**src/rtl/object_move_pkg.sv**
```systemverilog
// Shared types and helpers for the accelerating sprite mover.
package object_move_pkg;

   typedef enum logic [1:0] {
      IDLE     = 2'd0,
      SPEED_ST = 2'd1,
      POS_ST   = 2'd2,
      LIMIT_ST = 2'd3
   } state_t;

   localparam int EDGE_LEFT   = 3;
   localparam int EDGE_TOP    = 2;
   localparam int EDGE_RIGHT  = 1;
   localparam int EDGE_BOTTOM = 0;

   function automatic logic signed [31:0] sat_add(
      input logic signed [31:0] a,
      input logic signed [31:0] b,
      input logic signed [31:0] lo,
      input logic signed [31:0] hi
   );
      logic signed [31:0] sum;
      sum = a + b;
      if (sum > hi)
         sat_add = hi;
      else if (sum < lo)
         sat_add = lo;
      else
         sat_add = sum;
   endfunction

endpackage

```
**src/rtl/object_move_accel_axis_speed_step.sv**
```systemverilog
// One-axis speed update: accelerate toward the held direction, otherwise
// bleed speed toward zero without crossing it.
module axis_speed_step
   import object_move_pkg::*;
#(
   parameter int ACCEL     = 8,
   parameter int DECEL     = 4,
   parameter int MAX_SPEED = 256
) (
   input  logic signed [1:0]  dir,
   input  logic signed [31:0] speed,
   output logic signed [31:0] speed_nxt
);

   always_comb begin
      speed_nxt = speed;
      if (dir == 2'sd1)
         speed_nxt = sat_add(speed, ACCEL, -MAX_SPEED, MAX_SPEED);
      else if (dir == -2'sd1)
         speed_nxt = sat_add(speed, -ACCEL, -MAX_SPEED, MAX_SPEED);
      else if (speed > DECEL)
         speed_nxt = speed - DECEL;
      else if (speed < -DECEL)
         speed_nxt = speed + DECEL;
      else
         speed_nxt = '0;
   end

endmodule

```
**src/rtl/object_move_accel.sv**
```systemverilog
// Per-frame sprite position update with acceleration, optional gravity/jump,
// edge-hit blocking and screen-margin clamping.
//
// state    | meaning
// IDLE     | wait for startOfFrame, accumulate collision edge hits
// SPEED_ST | step both speeds, cancel motion into latched hit edges
// POS_ST   | integrate speed into fixed-point position
// LIMIT_ST | clamp to screen, publish topLeft, update onGround
module object_move_accel
   import object_move_pkg::*;
#(
   parameter int INITIAL_X     = 280,
   parameter int INITIAL_Y     = 185,
   parameter int OBJECT_WIDTH  = 64,
   parameter int OBJECT_HEIGHT = 64,
   parameter int SCREEN_W      = 640,
   parameter int SCREEN_H      = 480,
   parameter int MARGIN        = 2,
   parameter int FP_SHIFT      = 6,
   parameter int ACCEL         = 8,
   parameter int DECEL         = 4,
   parameter int MAX_SPEED     = 256,
   parameter int GRAVITY_MODE  = 0,
   parameter int GRAVITY       = 5,
   parameter int JUMP_SPEED    = 320
) (
   input  logic               clk,
   input  logic               reset,
   input  logic               startOfFrame,
   input  logic               up_key_pressed,
   input  logic               down_key_pressed,
   input  logic               right_key_pressed,
   input  logic               left_key_pressed,
   input  logic               collision,
   input  logic [3:0]         HitEdgeCode,
   output logic signed [10:0] topLeftX,
   output logic signed [10:0] topLeftY,
   output logic               onGround
);

   localparam logic signed [31:0] X_LO   = 32'(MARGIN << FP_SHIFT);
   localparam logic signed [31:0] X_HI   = 32'((SCREEN_W - 1 - MARGIN - OBJECT_WIDTH) << FP_SHIFT);
   localparam logic signed [31:0] Y_LO   = 32'(MARGIN << FP_SHIFT);
   localparam logic signed [31:0] Y_HI   = 32'((SCREEN_H - 1 - MARGIN - OBJECT_HEIGHT) << FP_SHIFT);
   localparam logic signed [31:0] X_INIT = 32'(INITIAL_X << FP_SHIFT);
   localparam logic signed [31:0] Y_INIT = 32'(INITIAL_Y << FP_SHIFT);

   state_t             state, state_nxt;
   logic signed [31:0] x_pos, y_pos, x_speed, y_speed;
   logic signed [31:0] x_step, y_step, x_spd_hit, y_spd_hit;
   logic signed [31:0] x_clamp, y_clamp, x_spd_lim, y_spd_lim;
   logic signed [1:0]  dir_x, dir_y;
   logic [3:0]         hit_latch;
   logic               on_ground, y_at_bottom;

   always_ff @(posedge clk or posedge reset) begin
      if (reset)
         state <= IDLE;
      else
         state <= state_nxt;
   end

   always_comb begin
      state_nxt = state;
      case (state)
         IDLE:     if (startOfFrame) state_nxt = SPEED_ST;
         SPEED_ST: state_nxt = POS_ST;
         POS_ST:   state_nxt = LIMIT_ST;
         LIMIT_ST: state_nxt = IDLE;
         default:  state_nxt = IDLE;
      endcase
   end

   assign dir_x = (right_key_pressed && !left_key_pressed) ?  2'sd1 :
                  (left_key_pressed && !right_key_pressed) ? -2'sd1 : 2'sd0;
   assign dir_y = (down_key_pressed && !up_key_pressed)    ?  2'sd1 :
                  (up_key_pressed && !down_key_pressed)    ? -2'sd1 : 2'sd0;

   axis_speed_step #(.ACCEL(ACCEL), .DECEL(DECEL), .MAX_SPEED(MAX_SPEED)) u_x_step (
      .dir       (dir_x),
      .speed     (x_speed),
      .speed_nxt (x_step)
   );

   generate
      if (GRAVITY_MODE == 0) begin : g_free_y
         axis_speed_step #(.ACCEL(ACCEL), .DECEL(DECEL), .MAX_SPEED(MAX_SPEED)) u_y_step (
            .dir       (dir_y),
            .speed     (y_speed),
            .speed_nxt (y_step)
         );
      end else begin : g_grav_y
         // Jump speed sits below -MAX_SPEED, so only the downward side saturates.
         always_comb begin
            if (up_key_pressed && on_ground)
               y_step = -JUMP_SPEED;
            else
               y_step = sat_add(y_speed, GRAVITY, -JUMP_SPEED, MAX_SPEED);
         end
      end
   endgenerate

   always_comb begin
      x_spd_hit = x_step;
      y_spd_hit = y_step;
      if ((hit_latch[EDGE_LEFT] && x_step < 0) || (hit_latch[EDGE_RIGHT] && x_step > 0))
         x_spd_hit = '0;
      if ((hit_latch[EDGE_TOP] && y_step < 0) || (hit_latch[EDGE_BOTTOM] && y_step > 0))
         y_spd_hit = '0;
   end

   always_comb begin
      x_clamp     = x_pos;
      y_clamp     = y_pos;
      x_spd_lim   = x_speed;
      y_spd_lim   = y_speed;
      y_at_bottom = 1'b0;
      if (x_pos < X_LO) begin
         x_clamp = X_LO;
         if (x_speed < 0) x_spd_lim = '0;
      end else if (x_pos > X_HI) begin
         x_clamp = X_HI;
         if (x_speed > 0) x_spd_lim = '0;
      end
      if (y_pos < Y_LO) begin
         y_clamp = Y_LO;
         if (y_speed < 0) y_spd_lim = '0;
      end else if (y_pos > Y_HI) begin
         y_clamp     = Y_HI;
         y_at_bottom = 1'b1;
         if (y_speed > 0) y_spd_lim = '0;
      end
   end

   always_ff @(posedge clk or posedge reset) begin
      if (reset) begin
         x_pos     <= X_INIT;
         y_pos     <= Y_INIT;
         x_speed   <= '0;
         y_speed   <= '0;
         hit_latch <= '0;
         on_ground <= 1'b0;
         topLeftX  <= 11'(INITIAL_X);
         topLeftY  <= 11'(INITIAL_Y);
      end else begin
         case (state)
            IDLE: if (collision) hit_latch <= hit_latch | HitEdgeCode;
            SPEED_ST: begin
               x_speed <= x_spd_hit;
               y_speed <= y_spd_hit;
            end
            POS_ST: begin
               x_pos <= x_pos + x_speed;
               y_pos <= y_pos + y_speed;
            end
            LIMIT_ST: begin
               x_pos     <= x_clamp;
               y_pos     <= y_clamp;
               x_speed   <= x_spd_lim;
               y_speed   <= y_spd_lim;
               topLeftX  <= 11'(x_clamp >>> FP_SHIFT);
               topLeftY  <= 11'(y_clamp >>> FP_SHIFT);
               on_ground <= (GRAVITY_MODE != 0) && (y_at_bottom || hit_latch[EDGE_BOTTOM]);
               hit_latch <= '0;
            end
            default: ;
         endcase
      end
   end

   assign onGround = on_ground;

endmodule
```
**config.mk**
```make
export PLATFORM = sky130hd
export DESIGN_NAME = object_move_accel
export DESIGN_NICKNAME = d
export VERILOG_FILES = /design/src/rtl/object_move_pkg.sv /design/src/rtl/object_move_accel_axis_speed_step.sv /design/src/rtl/object_move_accel.sv
export SDC_FILE = /design/constraint.sdc
export NUM_CORES = 1
export LEC_CHECK = 0
export CAP_MARGIN = 25
export CORE_MARGIN = 2
export CORE_UTILIZATION = 50
export CTS_CLUSTER_SIZE = 10
export DETAILED_ROUTE_END_ITERATION = 16
export GPL_ROUTABILITY_DRIVEN = 1
export PLACE_DENSITY = 0.69
export SYNTH_ARGS = -nofsm -noshare
export SYNTH_HDL_FRONTEND = slang
export SYNTH_SLANG_ARGS = --single-unit
```
**constraint.sdc**
```tcl
create_clock -name clk -period 5.56 [get_ports clk]
set_input_delay 1.112 -clock clk [delete_from_list [all_inputs] [get_ports clk]]
set_output_delay 1.112 -clock clk [all_outputs]
set_load 0.01 [all_outputs]
```
; ---- Word-level counts from Yosys, hierarchy flattened
; Index checks and enable logic that the tools add are counted.
[op_classes]
add_sub_neg = 10
order_cmp = 24
eq_ne = 15
muxes = 42
n_bitwise = 1
n_reduce_logical = 23
[op_table]
columns = op, n
row1 = 32-bit two-way mux, 30
row2 = 32-bit one-hot mux with 2 select lines, 4
row3 = 32-bit by 9-bit < comparator with 1-bit output (second input constant), 6
row4 = 32-bit by 4-bit adder with 32-bit output (second input constant), 4
row5 = 32-bit by 1-bit greater-than comparator with 1-bit output (second input constant), 4
row6 = 32-bit by 10-bit greater-than comparator with 1-bit output (second input constant), 4
row7 = 32-bit by 1-bit < comparator with 1-bit output (second input constant), 4
row8 = 32-bit adder, 2
row9 = 32-bit by 5-bit adder with 32-bit output (second input constant), 2
row10 = 32-bit by 4-bit greater-than comparator with 1-bit output (second input constant), 2
row11 = 32-bit by 3-bit < comparator with 1-bit output (second input constant), 2
row12 = 32-bit by 4-bit subtractor with 32-bit output (second input constant), 2
row13 = 32-bit by 16-bit greater-than comparator with 1-bit output (second input constant), 1
row14 = 32-bit by 17-bit greater-than comparator with 1-bit output (second input constant), 1
row15 = 3-bit inequality test (second input constant), 6
row16 = 2-bit two-way mux, 5
row17 = 2-bit equality test (second input constant), 4
row18 = 1-bit logical AND, 8
row19 = 2-bit one-hot mux with 4 select lines, 1
row20 = 4-bit one-hot mux with 2 select lines, 1
row21 = 4-bit AND reduction, 2
row22 = 2-bit by 1-bit equality test with 1-bit output (second input constant), 3
row23 = 2-bit AND reduction, 3
row24 = 2-bit nonzero test, 3
row25 = 6 further kinds, 11
[word_totals]
register_bits = 156
in_bits = 12
out_inout_bits = 23

; ---- Depth between registers and ports, before layout
[depth]
word_depth = 12
mapped_depth = 21

; ---- By module
; A second synthesis with hierarchy kept.
[hier_totals]
hier_cells = 2437
hier_area_um2 = 17917.2
[by_module_without_submodules]
columns = module, instances, cells_per_inst, area_per_inst_um2, seq_area_each_um2
row1 = object_move_accel, 1, 1130, 9813.2, 3923.8
row2 = axis_speed_step at u_x_step, 1, 675, 4301.6, 0.0
row3 = axis_speed_step at g_free_y.u_y_step, 1, 632, 3802.4, 0.0

; ---- Least setup slack after synthesis
; OpenSTA, ideal clock, no wires.
[synth_timing]
path_type = flip-flop to flip-flop
from = reg y_speed[3]
to = reg y_speed[0]
setup_time_ps = 77
arrival_ps = 4603
required_ps = 5483
slack_ps = 879
path_stages_with_launch = 20
path_buffers = 0
period_less_slack_ps = 4681
path_cell_list = dfrtp_1 inv_1 ha_1 nor3b_1 nand3_1 or2_2 nor3_1 xnor2_1 nor2_1 nand3_1 or4_1 ha_1 nand2b_1 nor2_1 nor2_1 mux2i_1 or3b_1 nor4_1 nand4b_1 a21oi_1
[synth_between]
elab_chain_len = 11
word_cells_on_any_way = 30
classes_between = add/sub: 4 / order compare: 10 / eq/ne: 2 / mux: 10 / reduce/logical: 4
[synth_lines]
columns = element, line
row1 = "start, declared", object_move_accel.sv:49  ; logic signed [31:0] x_pos, y_pos, x_speed, y_speed;
row2 = "start signal, assigned", object_move_accel.sv:150  ; y_speed <= y_spd_hit;
row3 = "start signal, assigned", object_move_accel.sv:160  ; y_speed <= y_spd_lim;
row4 = 32-bit by 4-bit adder with 32-bit output, object_move_pkg.sv:23  ; sum = a + b;
row5 = 32-bit by 9-bit < comparator with 1-bit output, object_move_pkg.sv:26  ; else if (sum < lo)
row6 = 32-bit two-way mux, object_move_pkg.sv:26
row7 = 32-bit two-way mux, object_move_pkg.sv:24  ; if (sum > hi)
row8 = 32-bit two-way mux, object_move_accel_axis_speed_step.sv:19  ; else if (dir == -2'sd1)
row9 = 32-bit two-way mux, object_move_accel_axis_speed_step.sv:17  ; if (dir == 2'sd1)
row10 = 32-bit by 1-bit < comparator with 1-bit output or 32-bit by 1-bit greater-than comparator with 1-bit output (tied branches), object_move_accel.sv:108  ; if ((hit_latch[EDGE_TOP] && y_step < 0) || (hit_latch[EDGE_BOTTOM] && y_step > 0))
row11 = 1-bit logical AND, object_move_accel.sv:108
row12 = 1-bit logical OR, object_move_accel.sv:108
row13 = 32-bit two-way mux, object_move_accel.sv:108
row14 = 32-bit one-hot mux with 2 select lines, object_move_accel.sv:146  ; case (state)
; Several ways; a longest one is shown, not always the timed one.
; A chain may end at the register's enable or synchronous reset.

; ---- Final worst setup path
[layout_timing]
from = reg y_speed[3]
to = reg y_speed[1]
; Same word-level chain as after synthesis.

==> reports/summary.txt <==
Min Hold Slack -> 0.471 ns
YS warnings -> 0
Fin area -> 0.0196 mm2
Clk_lat worst skew -> 0.46 ns
Number of port buffers -> 33
Reg clk slew, reported paths -> 0.09 ns
Max Fclk -> 189 MHz
Mapped Nets -> 2400
Total core area -> 0.0344 mm2
Nets -> 2463
DIE HEIGHT -> 190 um
Synth cell types -> 98
Clock sink count -> 156
GPL Wtd Cong -> 1.08
Power Density -> 726 mW/mm2
Mapped cell area -> 0.0174 mm2
Worst Path Arrival -> 5.67 ns
Cts bufs inserted -> 17
Post-DRT Antenna Nets -> 0
CP Class -> reg2reg
Drt first pass iters -> 8
Min-delay worst type -> reg2reg
Fin Setup TNS -> 0 ns
Hold path depth -> 2
CTS tree -> done
Sequential-to-total area share from yosys stat -> 22.6%
Maximum VDD drop -> 395 uV
Final Critical Period -> 5.28 ns
Reg2reg end -> y_speed[1]
Final wirelength -> 78.6 mm
Post-Syn Area per Cell -> 7.55 um2
Initial Util -> 50.6%
N_diodes -> 0
Area grow syn2layout -> 12.7%
Crit start category -> flip-flop
Cell Area, Placed -> 0.0189 mm2
Initial DRC count -> 3144
Number of synthesized register bits -> 156
Remaining DRCs -> 0
Worst Tran Pin Value -> 1.03 ns
Fillers -> 3321
Largest net degree at the start of global routing -> 84
Layout cell share with drive strength beyond 1 -> 12.1%
R2R setup slack -> 0.28 ns
Vias per cell -> 7.14
RSZ-0062 raised after global routing -> no
GRT overflow -> 0
Total track usage -> 42.6%
Root Driver -> clkbuf_16
Vias in the first global route -> 18.6k
Gate Count Post-Synth -> 2302
Worst Hold Path EP -> topLeftX[4]
Worst slack, placed -> 0.182 ns
DIE WIDTH -> 190 um
Min-delay src -> topLeftX[4]
Status -> complete, no violations
Wire per inst -> 27.7 um
First-pass GRT wire length -> 117 mm
Final hold violations -> 0
H-tree levels -> 4
Worst-case reg-to-reg path depth -> 19
Detailed Place HPWL -> 60.2 mm
Max-slew headroom -> 30.8%
PnR worst setup slack -> 0.277 ns
Clock Skews -> 0.0158 ns
Share of flip-flops with an asynchronous set or reset after synthesis -> 100%
Die ar. -> 0.0363 mm2
Pins Over Slew Limit -> 0
Leak -> 8.24 nW
Critical R2R Launch -> y_speed[3]
CP max FO -> 9
Via count -> 20.2k
Final setup fails -> 0
Final period utilization -> 95.0%
# Max-Cap Violations -> 0
EDFF count, synth -> 0
Cell Rows -> 68
CTS hold repair buffers -> 0
Initial antenna violation count -> 1
WP data required -> 5.94 ns
Crit end category -> flip-flop
Post-synth top flop -> dfrtp_1
I/O pin cnt -> 35
Clk buf depth -> 2
per-stage QoR:
stage	cells	power, W	utilization, %
finish	2833	0.0142	57.0
global route	2833	0.0148	57.0
CTS	2829	0.0136	56.8
detailed placement	2797	0.0121	54.9
global placement	2796	0.0121	54.9
floorplan	2302	0.00842	-
report_power, final:
part,internal [W],switching (W),total (W)
registers,0.00155,0.000624,0.00217
logic,0.00374,0.00692,0.0107
clock network,0.000777,0.000614,0.00139
cell type report:
type,count,area [um2],share of cell area [%]
clock buffers,18,429,2.19
clock inverters,14,230,1.18
inverters,65,249,1.27
multi-input cells,1924,12600,64.2
flip-flops and latches,156,3920,20.0
well taps,455,569,2.91
repair buffers,201,1610,8.20
timing repair:
action / CTS / global route
setup endpoints to repair: 0 / 4
resized for setup: 0 / 7
hold endpoints to repair: 0 / 0
buffers inserted: 0 / 2
synthesized netlist by cell type, drive strengths merged, types with 17 or more instances:
| library cell | n | area share (%) |
|---|---|---|
| xnor2 | 107 | 5.4 |
| or4 | 33 | 1.5 |
| buf | 47 | 1.6 |
| nor2b | 24 | 0.86 |
| ha | 84 | 6.0 |
| a31oi | 30 | 1.1 |
| a211oi | 22 | 0.98 |
| nor2 | 210 | 4.6 |
| clkbuf | 110 | 2.4 |
| inv | 62 | 1.3 |
| nand2 | 227 | 5.0 |
| a21o | 40 | 1.7 |
| nand3 | 77 | 2.2 |
| and4 | 17 | 0.86 |
| o31ai | 24 | 1.1 |
| or2 | 21 | 0.76 |
| or3 | 30 | 1.1 |
| nand2b | 25 | 0.90 |
| xor2 | 58 | 2.9 |
| a22o | 45 | 2.3 |
| o21ai | 166 | 4.8 |
| dfrtp | 140 | 20 |
| o221ai | 28 | 1.4 |
| a21oi | 116 | 3.4 |
| nor4 | 72 | 3.0 |
| nor3 | 91 | 2.7 |
| and3 | 31 | 1.1 |
| o21a | 18 | 0.78 |
| and2 | 20 | 0.72 |
| o211ai | 29 | 1.3 |
| nand4 | 63 | 2.4 |
critical path: stages, from the launching register on:
cell	delay, ns
dfrtp_1	0.39
inv_1	0.18
ha_1	0.26
nor3b_1	0.21
buf_4	0.18
nand4_1	0.21
or4_1	0.55
xnor2_2	0.23
nor2b_1	0.15
nand4_1	0.10
or4_1	0.51
ha_1	0.38
buf_4	0.23
o21ai_0	0.26
o211ai_1	0.16
a211o_1	0.37
nor4_1	0.34
buf_4	0.17
nand4b_1	0.14
a21oi_1	0.17
sequential cells by signal (all words and copies together), names as in the netlist:
| register | count |
|---|---|
| x_pos | 32 |
| x_speed | 32 |
| y_pos | 32 |
| y_speed | 32 |
| topLeftX | 11 |
| topLeftY | 11 |
| hit_latch | 4 |
| state | 2 |
how the worst max path moves through the flow:
stage	from	endpoint	slack (ns)	depth (start not counted)
2_1_floorplan	reset	hit_latch[0]	0.27	1
3_3_place_gp	x_speed[3]	x_speed[0]	0.31	20
3_5_place_dp	x_speed[3]	x_speed[1]	0.18	20
4_1_cts	x_speed[3]	x_speed[1]	0.12	20
5_1_grt	y_speed[3]	y_speed[1]	0.02	18
6_report	y_speed[3]	y_speed[1]	0.28	19
routing by layer:
| layer | share of wire, % | vias to the layer above | GRT usage, % |
|---|---|---|---|
| met1 | 42 | 9695 | 61.6 |
| li1 | - | 8802 | - |
| met3 | 15 | 212 | 14.2 |
| met5 | 0.013 | - | 0 |
| met2 | 40 | 1518 | 59.4 |
| met4 | 3.3 | 2 | 12.8 |
cell usage in the layout (no fill, tap or decap), types with 19 or more instances in the layout:
| cell type | instances |
|---|---|
| nand2_1 | 224 |
| nor2_1 | 205 |
| buf_4 | 166 |
| o21ai_0 | 163 |
| dfrtp_1 | 140 |
| a21oi_1 | 115 |
| xnor2_1 | 106 |
| nor3_1 | 87 |
| ha_1 | 83 |
| nand3_1 | 77 |
| nor4_1 | 63 |
| inv_1 | 60 |
| nand4_1 | 60 |
| xor2_1 | 58 |
| a22o_1 | 45 |
| a21o_1 | 39 |
| clkdlybuf4s50_1 | 33 |
| and3_1 | 31 |
| or3_1 | 30 |
| a31oi_1 | 29 |
| or4_1 | 29 |
| o211ai_1 | 28 |
| o221ai_1 | 28 |
| nand2b_1 | 25 |
| nor2b_1 | 23 |
| o31ai_1 | 22 |
| a211oi_1 | 21 |
| and2_1 | 20 |
| or2_2 | 19 |
kinds of logic (layout without fill, tap and decap cells):
logic type	Yosys count	in the layout	share of synthesized area (%)
AO/OA/AOI/OAI	681	681	27.1
XOR/XNOR	165	165	8.36
adder cells (fa/ha/maj)	86	86	6.28
buffers and inverters	222	298	5.35
flip-flops	156	156	22.6
multiplexers	16	16	0.922
other	1	1	0.0216
AND/OR/NAND/NOR	975	975	29.4
(Power assumes the default switching activity.)
